--- config.mk ---
export PLATFORM = sky130hd
export DESIGN_NAME = board_uart_tx_flat
export DESIGN_NICKNAME = d
export VERILOG_FILES = /design/src/rtl/board_uart_tx_pkg.sv /design/src/rtl/board_uart_tx_if.sv /design/src/rtl/uart_tx_byte.sv /design/src/rtl/board_uart_tx.sv /design/src/flat_wrapper.sv
export SDC_FILE = /design/constraint.sdc
export NUM_CORES = 1
export LEC_CHECK = 0
export CAP_MARGIN = 10
export CORE_AREA = 2 2 248 201
export DETAILED_ROUTE_END_ITERATION = 16
export DIE_AREA = 0 0 250 203
export GPL_ROUTABILITY_DRIVEN = 0
export HOLD_SLACK_MARGIN = 0.12
export PLACE_DENSITY = 0.41
export SYNTH_ARGS = -nofsm -noshare
export SYNTH_HDL_FRONTEND = slang
export SYNTH_SLANG_ARGS = --single-unit
--- constraint.sdc ---
create_clock -name clk -period 6.8 [get_ports clk]
set_input_delay 1.02 -clock clk [delete_from_list [all_inputs] [get_ports clk]]
set_output_delay 1.02 -clock clk [all_outputs]
set_load 0.01 [all_outputs]
--- src/rtl/board_uart_tx_pkg.sv ---
// rtl/board_uart_tx_pkg.sv - frame constants, state encodings and square-to-byte helper for the board link
package board_uart_tx_pkg;

  localparam logic [7:0] SYNC_BYTE   = 8'hA5;
  localparam int         FRAME_BYTES = 67;
  localparam int         SQ_BITS     = 3;
  localparam int         NUM_SQ      = 64;
  localparam int         BOARD_W     = SQ_BITS * NUM_SQ;
  localparam logic [6:0] LAST_BYTE   = 7'(FRAME_BYTES - 1);

  typedef enum logic [1:0] {BIT_IDLE, BIT_START, BIT_DATA, BIT_STOP} bit_state_e;
  typedef enum logic       {FRM_IDLE, FRM_RUN} frm_state_e;

  function automatic logic [7:0] sq_byte(input logic [BOARD_W-1:0] board, input logic [5:0] sq);
    logic [7:0] base;
    base = 8'(sq) * 8'(SQ_BITS);
    return {5'b0, board[base +: SQ_BITS]};
  endfunction

endpackage

--- src/rtl/board_uart_tx_if.sv ---
// rtl/board_uart_tx_if.sv - board-state inputs and UART line outputs between game side and the read-out port
interface board_uart_tx_if;
  import board_uart_tx_pkg::*;

  logic [BOARD_W-1:0] serialized_board;
  logic [7:0]         turn_count;
  logic               dump_req;
  logic               tx;
  logic               busy;
  logic               frame_done;

  modport master (output serialized_board, turn_count, dump_req,
                  input  tx, busy, frame_done);
  modport slave  (input  serialized_board, turn_count, dump_req,
                  output tx, busy, frame_done);

endinterface

--- src/rtl/uart_tx_byte.sv ---
// rtl/uart_tx_byte.sv - 8N1 byte serializer; ready also rises in the last stop-bit cycle so bytes chain gap-free
module uart_tx_byte
  import board_uart_tx_pkg::*;
#(
  parameter int CLKS_PER_BIT = 434
) (
  input  logic       clk,
  input  logic       rst,
  input  logic       start,
  input  logic [7:0] data,
  output logic       ready,
  output logic       tx
);

  localparam int            CW        = $clog2(CLKS_PER_BIT);
  localparam logic [CW-1:0] BAUD_LAST = CW'(CLKS_PER_BIT - 1);

  bit_state_e    state_q, state_d;
  logic [CW-1:0] baud_q, baud_d;
  logic [2:0]    bit_q, bit_d;
  logic [7:0]    shreg_q, shreg_d;
  logic          tx_q, tx_d;
  logic          bit_end;

  assign bit_end = (baud_q == BAUD_LAST);
  assign ready   = (state_q == BIT_IDLE) || (state_q == BIT_STOP && bit_end);
  assign tx      = tx_q;

  always_ff @(posedge clk or negedge rst) begin
    if (!rst) begin
      state_q <= BIT_IDLE;
      baud_q  <= '0;
      bit_q   <= '0;
      shreg_q <= '0;
      tx_q    <= 1'b1;
    end else begin
      state_q <= state_d;
      baud_q  <= baud_d;
      bit_q   <= bit_d;
      shreg_q <= shreg_d;
      tx_q    <= tx_d;
    end
  end

  always_comb begin
    state_d = state_q;
    case (state_q)
      BIT_IDLE:  if (start) state_d = BIT_START;
      BIT_START: if (bit_end) state_d = BIT_DATA;
      BIT_DATA:  if (bit_end && bit_q == 3'd7) state_d = BIT_STOP;
      BIT_STOP:  if (bit_end) state_d = start ? BIT_START : BIT_IDLE;
      default:   state_d = BIT_IDLE;
    endcase
  end

  // tx is registered: the level for the next bit is computed one cycle ahead of its first clock
  always_comb begin
    baud_d  = bit_end ? '0 : baud_q + CW'(1);
    bit_d   = bit_q;
    shreg_d = shreg_q;
    tx_d    = tx_q;
    case (state_q)
      BIT_IDLE: begin
        baud_d = '0;
        tx_d   = 1'b1;
        if (start) begin
          shreg_d = data;
          tx_d    = 1'b0;
        end
      end
      BIT_START: if (bit_end) begin
        tx_d  = shreg_q[0];
        bit_d = 3'd0;
      end
      BIT_DATA: if (bit_end) begin
        if (bit_q == 3'd7) begin
          tx_d = 1'b1;
        end else begin
          shreg_d = shreg_q >> 1;
          tx_d    = shreg_q[1];
          bit_d   = bit_q + 3'd1;
        end
      end
      BIT_STOP: if (bit_end) begin
        tx_d = 1'b1;
        if (start) begin
          shreg_d = data;
          tx_d    = 1'b0;
        end
      end
      default: tx_d = 1'b1;
    endcase
  end

endmodule

--- src/rtl/board_uart_tx.sv ---
// rtl/board_uart_tx.sv - snapshots board and turn on a turn change or request and sends them as one UART frame
module board_uart_tx
  import board_uart_tx_pkg::*;
#(
  parameter int CLK_HZ = 50_000_000,
  parameter int BAUD   = 115200
) (
  input  logic           clk,
  input  logic           rst,
  board_uart_tx_if.slave bus
);

  localparam int CLKS_PER_BIT = CLK_HZ / BAUD;

  frm_state_e         state_q, state_d;
  logic [BOARD_W-1:0] board_q, board_d;
  logic [7:0]         turn_q, turn_d;
  logic [7:0]         last_turn_q, last_turn_d;
  logic [7:0]         csum_q, csum_d;
  logic [6:0]         byte_idx_q, byte_idx_d;
  logic               req_pend_q, req_pend_d;
  logic               busy_q, busy_d;
  logic               done_q, done_d;
  logic [6:0]         byte_sel;
  logic [7:0]         byte_data;
  logic               trigger, start_frame, ser_start, ser_ready, ser_tx;

  assign trigger     = req_pend_q || (bus.turn_count != last_turn_q);
  assign start_frame = (state_q == FRM_IDLE) && trigger;
  // byte_sel is the byte about to be handed to the serializer
  assign byte_sel    = (state_q == FRM_IDLE) ? 7'd0 : byte_idx_q + 7'd1;
  assign ser_start   = start_frame || (state_q == FRM_RUN && ser_ready && byte_idx_q != LAST_BYTE);

  uart_tx_byte #(.CLKS_PER_BIT(CLKS_PER_BIT)) u_ser (
    .clk   (clk),
    .rst   (rst),
    .start (ser_start),
    .data  (byte_data),
    .ready (ser_ready),
    .tx    (ser_tx)
  );

  assign bus.tx         = ser_tx;
  assign bus.busy       = busy_q;
  assign bus.frame_done = done_q;

  always_ff @(posedge clk or negedge rst) begin
    if (!rst) begin
      state_q     <= FRM_IDLE;
      board_q     <= '0;
      turn_q      <= '0;
      last_turn_q <= '0;
      csum_q      <= '0;
      byte_idx_q  <= '0;
      req_pend_q  <= 1'b0;
      busy_q      <= 1'b0;
      done_q      <= 1'b0;
    end else begin
      state_q     <= state_d;
      board_q     <= board_d;
      turn_q      <= turn_d;
      last_turn_q <= last_turn_d;
      csum_q      <= csum_d;
      byte_idx_q  <= byte_idx_d;
      req_pend_q  <= req_pend_d;
      busy_q      <= busy_d;
      done_q      <= done_d;
    end
  end

  always_comb begin
    state_d = state_q;
    case (state_q)
      FRM_IDLE: if (trigger) state_d = FRM_RUN;
      FRM_RUN:  if (ser_ready && byte_idx_q == LAST_BYTE) state_d = FRM_IDLE;
      default:  state_d = FRM_IDLE;
    endcase
  end

  always_comb begin
    byte_data = SYNC_BYTE;
    if (byte_sel == 7'd1)
      byte_data = turn_q;
    else if (byte_sel == LAST_BYTE)
      byte_data = csum_q;
    else if (byte_sel >= 7'd2)
      byte_data = sq_byte(board_q, 6'(byte_sel - 7'd2));
  end

  always_comb begin
    board_d     = board_q;
    turn_d      = turn_q;
    last_turn_d = last_turn_q;
    csum_d      = csum_q;
    byte_idx_d  = byte_idx_q;
    req_pend_d  = req_pend_q | bus.dump_req;
    busy_d      = busy_q;
    done_d      = 1'b0;
    if (start_frame) begin
      board_d     = bus.serialized_board;
      turn_d      = bus.turn_count;
      last_turn_d = bus.turn_count;
      req_pend_d  = bus.dump_req;
      csum_d      = '0;
      byte_idx_d  = '0;
      busy_d      = 1'b1;
    end else if (state_q == FRM_RUN && ser_ready) begin
      if (byte_idx_q != LAST_BYTE) begin
        byte_idx_d = byte_idx_q + 7'd1;
        if (byte_sel != LAST_BYTE)
          csum_d = csum_q ^ byte_data;
      end else begin
        busy_d = 1'b0;
        done_d = 1'b1;
      end
    end
  end

endmodule

--- src/flat_wrapper.sv ---
// flat-port wrapper written by rule: the top's interface ports become plain ports
module board_uart_tx_flat import board_uart_tx_pkg::*;
#(
  parameter int CLK_HZ = 50_000_000,
  parameter int BAUD   = 115200
)
  (clk, rst, bus_serialized_board, bus_turn_count, bus_dump_req, bus_tx, bus_busy, bus_frame_done);
  board_uart_tx_if bus_i ();
  input  logic clk;
  input  logic rst;
  input wire logic [$bits(bus_i.serialized_board)-1:0] bus_serialized_board;
  input wire logic [$bits(bus_i.turn_count)-1:0] bus_turn_count;
  input wire logic [$bits(bus_i.dump_req)-1:0] bus_dump_req;
  output wire logic [$bits(bus_i.tx)-1:0] bus_tx;
  output wire logic [$bits(bus_i.busy)-1:0] bus_busy;
  output wire logic [$bits(bus_i.frame_done)-1:0] bus_frame_done;
  assign bus_i.serialized_board = bus_serialized_board;
  assign bus_i.turn_count = bus_turn_count;
  assign bus_i.dump_req = bus_dump_req;
  assign bus_tx = bus_i.tx;
  assign bus_busy = bus_i.busy;
  assign bus_frame_done = bus_i.frame_done;
  board_uart_tx #(.CLK_HZ(CLK_HZ), .BAUD(BAUD)) u_core (.clk(clk), .rst(rst), .bus(bus_i));
endmodule
; After elaboration in Yosys (flattened, before gate mapping)
; Index checks and enable logic that the tools add are counted.
[word_totals]
ff_bits = 242
word_cells = 107
output_inout_bits = 3
inputBits = 203
[classes]
order_cmp = 1
eq_ne = 18
multipliers = 1
n_shift = 1
n_mux = 44
n_addsub = 4
reduce_logical = 22
bitwise_logic = 3
[ops]
columns = op, count
row1 = $shiftx A192 B9 Y3, 1
row2 = $mux W8, 11
row3 = $mux W7, 4
row4 = $pmux W8 S3, 1
row5 = $mux W9, 2
row6 = $mux W1, 15
row7 = $eq A7 B7 Y1 const B, 2
row8 = $ne A7 B7 Y1 const B, 2
row9 = $ne A2 B2 Y1 const B, 6
row10 = $reduce_and A4 Y1, 3
row11 = $add A9 B1 Y9 const B, 1
row12 = $eq A9 B9 Y1 const B, 1
row13 = $mux W3, 3
row14 = $mul A6 B2 Y8 const B, 1
row15 = $mux W2, 4
row16 = $ne A8 B8 Y1, 1
row17 = $pmux W2 S4, 1
row18 = $reduce_bool A2 Y1, 4
row19 = $xor A8 B8 Y8, 1
row20 = $add A7 B1 Y7 const B, 1
row21 = $eq A7 B1 Y1 const B, 1
row22 = $ge A7 B2 Y1 const B, 1
row23 = $logic_and A1 B1 Y1, 6
row24 = $pmux W3 S2, 1
row25 = other kinds (15), 20

; Depth between registers and ports, before layout
; Gate-level depths: netlist of the first run.
[depth]
depth_word = 13
mapped_depth = 19
depth_no_buf = 14

; Hierarchy
; From an unflattened synthesis of the first run, not the netlist that was laid out.
[unflattened]
cells_unflattened = 878
hier_area_um2 = 11793.8
[modules_own_cells]
columns = module, cells_each, seq_area_each_um2, n_inst, area_per_inst_um2
row1 = board_uart_tx, 760, 5480.3, 1, 10511.3
row2 = uart_tx_byte, 118, 576.8, 1, 1282.5

; Least setup slack after synthesis of the first run
; No wires, ideal clock.
[synth_path]
path_kind = reg2reg
startpoint = register u_core.byte_idx_q[0]
endpoint = register u_core.csum_q[0]
required_time_ns = 6.672
arrival_time_ns = 3.893
synth_period_minus_slack_ns = 4.021
setup_ns = 0.128
stages_incl_launch_ff = 18
path_buffers = 5
path_slack_ns = 2.779
path_cell_list = dfrtp_1 > buf_2 > buf_2 > inv_1 > ha_1 > nor2b_1 > buf_2 > inv_1 > ha_1 > buf_2 > inv_2 > buf_2 > mux4_2 > o311ai_0 > o21ai_0 > o21ai_2 > a211oi_2 > mux2_1
[synth_between]
elab_chain_len = 13
elab_cells_between_ends = 21
classes_between = 2 x add/sub / 1 x mul / 1 x order compare / 4 x eq/ne / 1 x shift / 8 x mux / 1 x bitwise / 3 x reduce/logical
[synth_rtl]
columns = element, line
row1 = from (decl), board_uart_tx.sv:20  ; logic [6:0] byte_idx_q, byte_idx_d;
row2 = from (signal assigned), board_uart_tx.sv:64  ; byte_idx_q <= byte_idx_d;
row3 = $add A7 B1 Y7, board_uart_tx.sv:31  ; assign byte_sel = (state_q == FRM_IDLE) ? 7'd0 : byte_idx_q + 7'd1;
row4 = $mux W7, board_uart_tx.sv:31
row5 = $sub A6 B2 Y6, board_uart_tx.sv:87  ; byte_data = sq_byte(board_q, 6'(byte_sel - 7'd2));
row6 = $mul A6 B2 Y8, board_uart_tx_pkg.sv:16  ; base = 8'(sq) * 8'(SQ_BITS);
row7 = $shiftx A192 B9 Y3, board_uart_tx_pkg.sv:17  ; return {5'b0, board[base +: SQ_BITS]};
row8 = $mux W8, board_uart_tx.sv:86  ; else if (byte_sel >= 7'd2)
row9 = $mux W8, board_uart_tx.sv:84  ; else if (byte_sel == LAST_BYTE)
row10 = $mux W8, board_uart_tx.sv:82  ; if (byte_sel == 7'd1)
row11 = $xor A8 B8 Y8, board_uart_tx.sv:111  ; csum_d = csum_q ^ byte_data;
row12 = $mux W8, board_uart_tx.sv:110  ; if (byte_sel != LAST_BYTE)
row13 = $mux W8, board_uart_tx.sv:108  ; if (byte_idx_q != LAST_BYTE) begin
row14 = $mux W8, board_uart_tx.sv:107  ; end else if (state_q == FRM_RUN && ser_ready) begin
row15 = $mux W8, board_uart_tx.sv:99  ; if (start_frame) begin
row16 = to (signal assigned), board_uart_tx.sv:63  ; csum_q <= csum_d;
row17 = to (decl), board_uart_tx.sv:19  ; logic [7:0] csum_q, csum_d;
; Several ways; a longest one is shown, not always the timed one. The select of a mux whose other input is x is not followed.
; A chain may end at the register's enable or synchronous reset.

; Final worst setup path of the first run
; Same ends and word-level chain as after synthesis.

==> qor.log, run 1 <==
[critical_path] Worst setup SP type flop
[timing] Hold Vio Cnt, Final 0
[final_layout] post-route insts no fill 1785
[final_layout] post-route standard cell area excluding fillers 15600 um2
[critical_path] CP endpoint kind flop
[flow_run] count of maximum capacitance violations 0
[floorplanning] area enclosed by the die boundary 50800 um2
[synthesis] post-synthesis area per instance 12.5 um2
[timing] final clock period utilization by the worst path 70.7%
[synthesis] Synth async-reset ratio 100%
[final_layout] fill count 4843
[floorplanning] cell row count 72
[critical_path] Worst EP required 7.24 ns
[synthesis] Syn Std Cell Area 11900 um2
[clocking] clock latency at the later pin of the worst-skew pair 0.56 ns
[drt] detailed-routing wirelength on met1 19200 um
[timing] setup repair after global routing missed its margin no
[drt] DR pass1 iterations 7
[floorplanning] Top Ports 206
[placement] HPWL Detailed 26600 um
[run_status] outcome finished, final reports clean
[min_path] Tightest Hold Check Type primary input to async pin
[synthesis] EDFF count, synth 0
[power] Leakage 6.13 nW
[critical_path] critical path arrival 5.25 ns
[timing] clock skew after layout 0.00912 ns
[critical_path] Max stage delay on crit path 0.80 ns
[placement] port bufs 205
[global_routing] overall track demand over capacity in global routing 14.8%
[placement] standard cell area after detailed placement 14700 um2
[synthesis] area share of the leading cell type in the synthesized netlist 50.5%
[global_routing] first-pass GRT wire length 57600 um
[synthesis] count of unique library cells instantiated by Yosys 74
[final_layout] antenna cells 0
[timing] total negative slack 0 ns
[synthesis] cell type contributing the most total cell area after synthesis dfrtp_1
[floorplanning] Core Area 48100 um2
[floorplanning] Initial Util 24.8%
[drt] met3 routed wirelength 1710 um
[clocking] Longest Clk Path Bufs 3
[timing] Slew Limit Fails 0
[drt] vias after detailed routing 8404
[drt] DRC viols 0
[critical_path] worst-path cell with the longest stage delay dfrtp_4
[synthesis] instance count of the mapped netlist 953
[clocking] clk root buf clkbuf_16
[final_layout] area grow syn2layout 31.0%
[drt] routed len/inst 21.0 um
[clocking] clock-pin slew on the worst setup and hold paths 0.06 ns
[drt] wire length on met2 15800 um
[synthesis] top area cells in the synthesized netlist dfrtp_1 (50%), mux2_2 (20%), mux4_2 (4.1%)
[critical_path] peak fanout along the critical path 45
[critical_path] classification of the worst setup path flop to flop
[final_layout] fraction of final layout cells with drive strength greater than 1 27.0%
[final_layout] Nets 1350
[drt] Top Layer Used met5
[timing] Worst Hold Slack 0.440 ns
[clocking] TritonCTS clock tree yes
[clocking] count of cells resized by post-cts repair 0
[drt] Avg Vias per Cell 4.71
[clocking] number of H-tree levels 1
[synthesis] Synth Flop Type dfrtp_1
[synthesis] count of state elements after synthesis 242
[power] maximum ir drop on the vdd rail 152 uV
[floorplanning] die width 250 um
[timing] Worst-Margin Slew 1.06 ns
[clocking] CTS Buf Count 28
[placement] placed cell count 1734
[placement] Place WS 1.93 ns
[timing] crit path setup slack, layout 1.99 ns
[global_routing] maximum number of pins on one net before global-route repair 137
[global_routing] antenna violations before repair 1
[timing] highest achievable clock rate 208 MHz
[clocking] Clock Sink Count 242
[drt] number of DRC markers in iteration 0 504
[clocking] hold bufs inserted after CTS 0
[clocking] Post CTS Setup Buffer Count 0
[global_routing] vias in the first global route 8916
[critical_path] sequence of cells on the critical path inv_1 > ha_1 > nor2b_4 > inv_1 > ha_1 > buf_4 > inv_2 > mux4_2 > nor2_1 > mux2_2 > a311oi_1 > a211o_1 > o21ai_2 > a211oi_2 > mux2_1
[drt] total detailed-routing wirelength 37500 um
[power] P per Cell Area 221 nW/um2
[timing] Slew headroom 29.1%
[synthesis] count of yosys warnings during synthesis 0
[floorplanning] Die Span Y 203 um
[critical_path] depth of the worst register-to-register path 15
[drt] Detail Route Antenna Nets 0
[synthesis] Post-Syn Nets 1168
[timing] fin crit period 4.81 ns
[timing] number of failing setup endpoints in the final timing report 0
[synthesis] share of the yosys chip area belonging to registers 50.7%
[global_routing] grt total ovfl 0
## critical path, delay by kind of cell, from the launching register on
family          cells  cell delay [ns]
flops               1             0.80
simple gates        2             0.16
compound gates      4             0.88
buf+inv             4             1.17
fa+ha+maj           2             0.66
mux                 3             1.00
## where the power goes
group	internal, W	leakage [nW]	switching (W)
registers	0.00150	2.84	0.0000421
logic	0.000185	2.81	0.000113
clock network	0.000972	0.482	0.000637
## layout by cell type, fill, tap and decap left out, drive strengths merged, types with 5 or more instances in the layout
cell type	Yosys	layout
ha	12	12
nor2b	7	7
xnor2	7	7
a211o	5	5
a21oi	16	16
xor2	21	21
nand4	6	6
clkdlybuf4s50	0	204
inv	14	15
nand2	42	42
mux4	22	22
a22oi	6	6
nand3	12	12
a221oi	10	10
mux2i	24	24
o21ai	27	27
mux2	216	216
nor3	15	15
and2	6	6
nor2	58	58
dfrtp	241	241
buf	27	13
clkbuf	38	44
a221o	9	9
o22ai	28	28
o22a	5	5
## metal layers
layer	track usage, %	vias to the layer above
met4	3.21	2
met1	22.1	4240
met2	22.2	205
met5	0	-
li1	-	3905
met3	2.82	52
## Yosys cell counts, drive strengths merged (10+ instances only)
cell type	n
nand2	42
nor3	15
buf	27
mux4	22
o21ai	27
a221oi	10
dfrtp	241
mux2i	24
a21oi	16
xor2	21
o22ai	28
nand3	12
clkbuf	38
mux2	216
nor2	58
inv	14
ha	12
## state kept, by name, indices dropped and copies added, names as in the netlist, 2 cells and up
name                  count
u_core.board_q          192
u_core.u_ser.baud_q       9
u_core.csum_q             8
u_core.turn_q             8
u_core.u_ser.shreg_q      8
u_core.byte_idx_q         7
u_core.u_ser.bit_q        3
u_core.u_ser.state_q      2
## cell type report
| class | count | area [um2] | area share, % |
|---|---|---|---|
| timing repair buffer | 217 | 2160 | 13.8 |
| tap | 629 | 787 | 5.03 |
| inverter | 15 | 56.3 | 0.360 |
| clock buffer | 44 | 892 | 5.70 |
| multi-input combinational | 631 | 5600 | 35.8 |
| clock inverter | 7 | 93.8 | 0.600 |
| sequential | 242 | 6060 | 38.7 |
## path summary, 6_finish.rpt
path                                                  start                                to  slack (ns)
setup / recovery           u_core.byte_idx_q[0]$_DFFE_PN0P_      u_core.csum_q[0]$_DFFE_PN0P_        1.99
hold / removal                                          rst   u_core.board_q[157]$_DFFE_PN0N_        0.44
setup reg to reg           u_core.byte_idx_q[0]$_DFFE_PN0P_      u_core.csum_q[0]$_DFFE_PN0P_        1.99
hold reg to reg                 u_core.u_ser.tx$_DFFE_PN1P_       u_core.u_ser.tx$_DFFE_PN1P_        0.48
max in group asynchronous                               rst  u_core.byte_idx_q[0]$_DFFE_PN0P_        4.95
min in group clk                u_core.u_ser.tx$_DFFE_PN1P_       u_core.u_ser.tx$_DFFE_PN1P_        0.48
## cells by family (layout without fill, tap and decap cells)
kind of cell / after synthesis / count (layout) / synth area share, %
buffers and inverters: 80 / 283 / 2.82
AOI/OAI and AO/OA: 154 / 154 / 9.32
DFF: 242 / 242 / 50.7
and+or+nand+nor: 175 / 175 / 7.21
xor gates and xnor gates: 28 / 28 / 2.12
muxes: 262 / 262 / 26.6
adders and majority gates: 12 / 12 / 1.26
## through the flow
step	util [%]	total power (W)
after floorplan	-	0.00166
after global placement	30.5	0.00188
after detailed placement	30.5	0.00187
after CTS	32.5	0.00351
after global routing	32.5	0.00359
final	32.5	0.00345
Power figures use the tool's default switching activity.
==> inputs of run 2 (changes only) <==
==> constraint.sdc (replaced) <==
create_clock -name clk -period 4.6 [get_ports clk]
set_input_delay 0.69 -clock clk [delete_from_list [all_inputs] [get_ports clk]]
set_output_delay 0.69 -clock clk [all_outputs]
set_load 0.01 [all_outputs]
==> run 2 against run 1 <==
Against the previous run:
- count of clock-buffer cells in the layout down 8
- die area unchanged
- routed wire length down 0.16%
- worst hold slack worse by 0.24 ns
==> qor.log, run 2 (synthesis gave the netlist of run 1 again) <==
[final_layout] flip-flop count of the largest register after layout 192
[clocking] CTS Buf Count 28
[final_layout] Final Core Density 32.9%
[power] Leakage 6.22 nW
[critical_path] CP endpoint kind flop
[floorplanning] Top Ports 206
[critical_path] sequence of cells on the critical path inv_1 > ha_1 > nor2b_4 > inv_1 > ha_1 > xnor2_4 > mux2_2 > a311oi_1 > a211o_1 > o21ai_2 > a211oi_2 > mux2_1
[critical_path] Worst EP required 5.04 ns
[global_routing] antenna violations before repair 2
[timing] fin crit period 3.97 ns
[critical_path] CP Capture Point u_core.csum_q[0]$_DFFE_PN0P_
[drt] Avg Vias per Cell 4.70
[placement] port bufs 205
[min_path] Tightest Hold Check Type primary input to async pin
[critical_path] peak fanout along the critical path 13
[critical_path] Critical R2R Capture u_core.csum_q[0]$_DFFE_PN0P_
[critical_path] Worst setup SP type flop
[final_layout] Nets 1360
[timing] Worst-Margin Slew 1.14 ns
[critical_path] reg-to-reg critical path startpoint u_core.byte_idx_q[0]$_DFFE_PN0P_
[placement] HPWL Detailed 26000 um
[timing] number of failing setup endpoints in the final timing report 0
[global_routing] overall track demand over capacity in global routing 14.8%
[global_routing] maximum number of pins on one net before global-route repair 155
[timing] setup repair after global routing missed its margin no
[critical_path] number of gates on the worst path with buffers counted 12
[drt] detailed-routing wirelength on met1 18900 um
[drt] Top Layer Used met5
[drt] DR pass1 iterations 5
[drt] wire length on met2 16000 um
[clocking] count of cells resized by post-cts repair 0
[timing] final clock period utilization by the worst path 86.3%
[clocking] TritonCTS clock tree yes
[final_layout] area grow syn2layout 32.6%
[critical_path] worst-path cell with the longest stage delay xnor2_4
[global_routing] grt total ovfl 0
[flow_run] count of maximum capacitance violations 0
[drt] DRC viols 0
[power] maximum ir drop on the vdd rail 231 uV
[drt] number of DRC markers in iteration 0 456
[final_layout] register area 6060 um2
[final_layout] fill count 4830
[critical_path] depth of the worst register-to-register path 12
[floorplanning] cell row count 72
[drt] vias after detailed routing 8454
[floorplanning] die width 250 um
[drt] routed len/inst 20.8 um
[final_layout] biggest regs u_core.board_q x192, u_core.u_ser.baud_q x9
[global_routing] vias in the first global route 8939
[global_routing] first-pass GRT wire length 57500 um
[run_status] outcome finished, final reports clean
[final_layout] most flop-heavy register u_core.board_q
[drt] met3 routed wirelength 1940 um
[drt] total detailed-routing wirelength 37500 um
[critical_path] timing startpoint of the critical path u_core.byte_idx_q[0]$_DFFE_PN0P_
[timing] total negative slack 0 ns
[critical_path] slack of the worst reg-to-reg path 0.63 ns
[timing] Slew headroom 24.1%
[critical_path] cell family with most CP delay compound AO/OA/AOI/OAI gates
[power] P per Cell Area 336 nW/um2
[timing] highest achievable clock rate 252 MHz
[critical_path] buffering stage count on the worst path with inverters included 2
[critical_path] critical path arrival 4.41 ns
[final_layout] top library cells by usage in the layout, fill and taps aside dfrtp_1 (240), mux2_2 (214), clkdlybuf4s50_1 (204), nor2_1 (58), nand2_1 (42)
[timing] clock skew after layout 0.0155 ns
[critical_path] Max stage delay on crit path 0.57 ns
[clocking] clock latency at the later pin of the worst-skew pair 0.56 ns
[floorplanning] area enclosed by the die boundary 50800 um2
[clocking] Longest Clk Path Bufs 3
[clocking] hold bufs inserted after CTS 0
[timing] Slew Limit Fails 0
[drt] Detail Route Antenna Nets 0
[floorplanning] Core Area 48100 um2
[clocking] Clock Sink Count 242
[final_layout] most common library cell in the layout ignoring fill and taps dfrtp_1
[critical_path] classification of the worst setup path flop to flop
[final_layout] fraction of final layout cells with drive strength greater than 1 27.7%
[clocking] Post CTS Setup Buffer Count 0
[floorplanning] Die Span Y 203 um
[clocking] clock-pin slew on the worst setup and hold paths 0.06 ns
[clocking] clk root buf clkbuf_16
[final_layout] total area of multi-input combinational cells 5590 um2
[clocking] number of H-tree levels 1
[timing] Hold Vio Cnt, Final 0
[floorplanning] Initial Util 24.8%
==> run 2: cell type report <==
type / instances / area share [%]
inverter: 15 / 0.356
multi-input combinational: 631 / 35.3
timing repair buffer: 227 / 14.3
clock buffer: 36 / 5.00
antenna: 2 / 0.0316
clock inverter: 16 / 1.80
sequential: 242 / 38.3
tap: 629 / 4.97
==> run 2: power breakdown <==
part           leakage, nW  switching (W)  total (W)  internal (W)
sequential            2.84      0.0000552    0.00228       0.00222
combinational         2.86       0.000164   0.000440      0.000276
clock                0.527       0.000946    0.00261       0.00166
total                 6.22        0.00117    0.00532       0.00416
==> run 2: layer usage <==
| metal | vias to the layer above | global-route usage (%) |
|---|---|---|
| met5 | - | 0 |
| met4 | 4 | 2.78 |
| met3 | 36 | 3.33 |
| met2 | 208 | 21.8 |
| met1 | 4283 | 22.1 |
| li1 | 3923 | - |
==> run 2: how the worst min path moves through the flow <==
stage	from	endpoint	slack [ns]	cells past startpoint
5_1_grt	rst	u_core.board_q[160]$_DFFE_PN0N_	0.26	1
3_5_place_dp	u_core.u_ser.shreg_q[4]$_DFFE_PN0P_	u_core.u_ser.shreg_q[4]$_DFFE_PN0P_	0.47	2
4_1_cts	rst	u_core.board_q[179]$_DFFE_PN0N_	0.25	1
3_3_place_gp	u_core.u_ser.shreg_q[7]$_DFFE_PN0P_	u_core.u_ser.shreg_q[7]$_DFFE_PN0P_	0.47	2
2_1_floorplan	rst	u_core.board_q[0]$_DFFE_PN0N_	0.39	0
6_report	rst	u_core.board_q[138]$_DFFE_PN0N_	0.20	1
==> run 2: stage by stage <==
| stage | hold WS (ns) | area [um2] | setup slack (ns) | instances | total power, W |
|---|---|---|---|---|---|
| finish | 0.203 | 15800 | 0.629 | 1798 | 0.00532 |
| global route | 0.262 | 15800 | 0.397 | 1796 | 0.00554 |
| CTS | 0.251 | 15800 | 0.590 | 1796 | 0.00542 |
| detailed placement | 0.472 | 14800 | 0.606 | 1744 | 0.00276 |
| global placement | 0.466 | 14800 | 0.663 | 1744 | 0.00276 |
| floorplan | 0.394 | 11900 | 0.579 | 953 | 0.00245 |
==> run 2: worst reg2reg max path, stage by stage (launching register included) <==
cell      delay, ns
dfrtp_4        0.51
inv_1          0.15
ha_1           0.29
nor2b_4        0.12
inv_1          0.08
ha_1           0.36
xnor2_4        0.57
mux2_2         0.42
a311oi_1       0.46
a211o_1        0.23
o21ai_2        0.09
a211oi_2       0.24
mux2_1         0.34
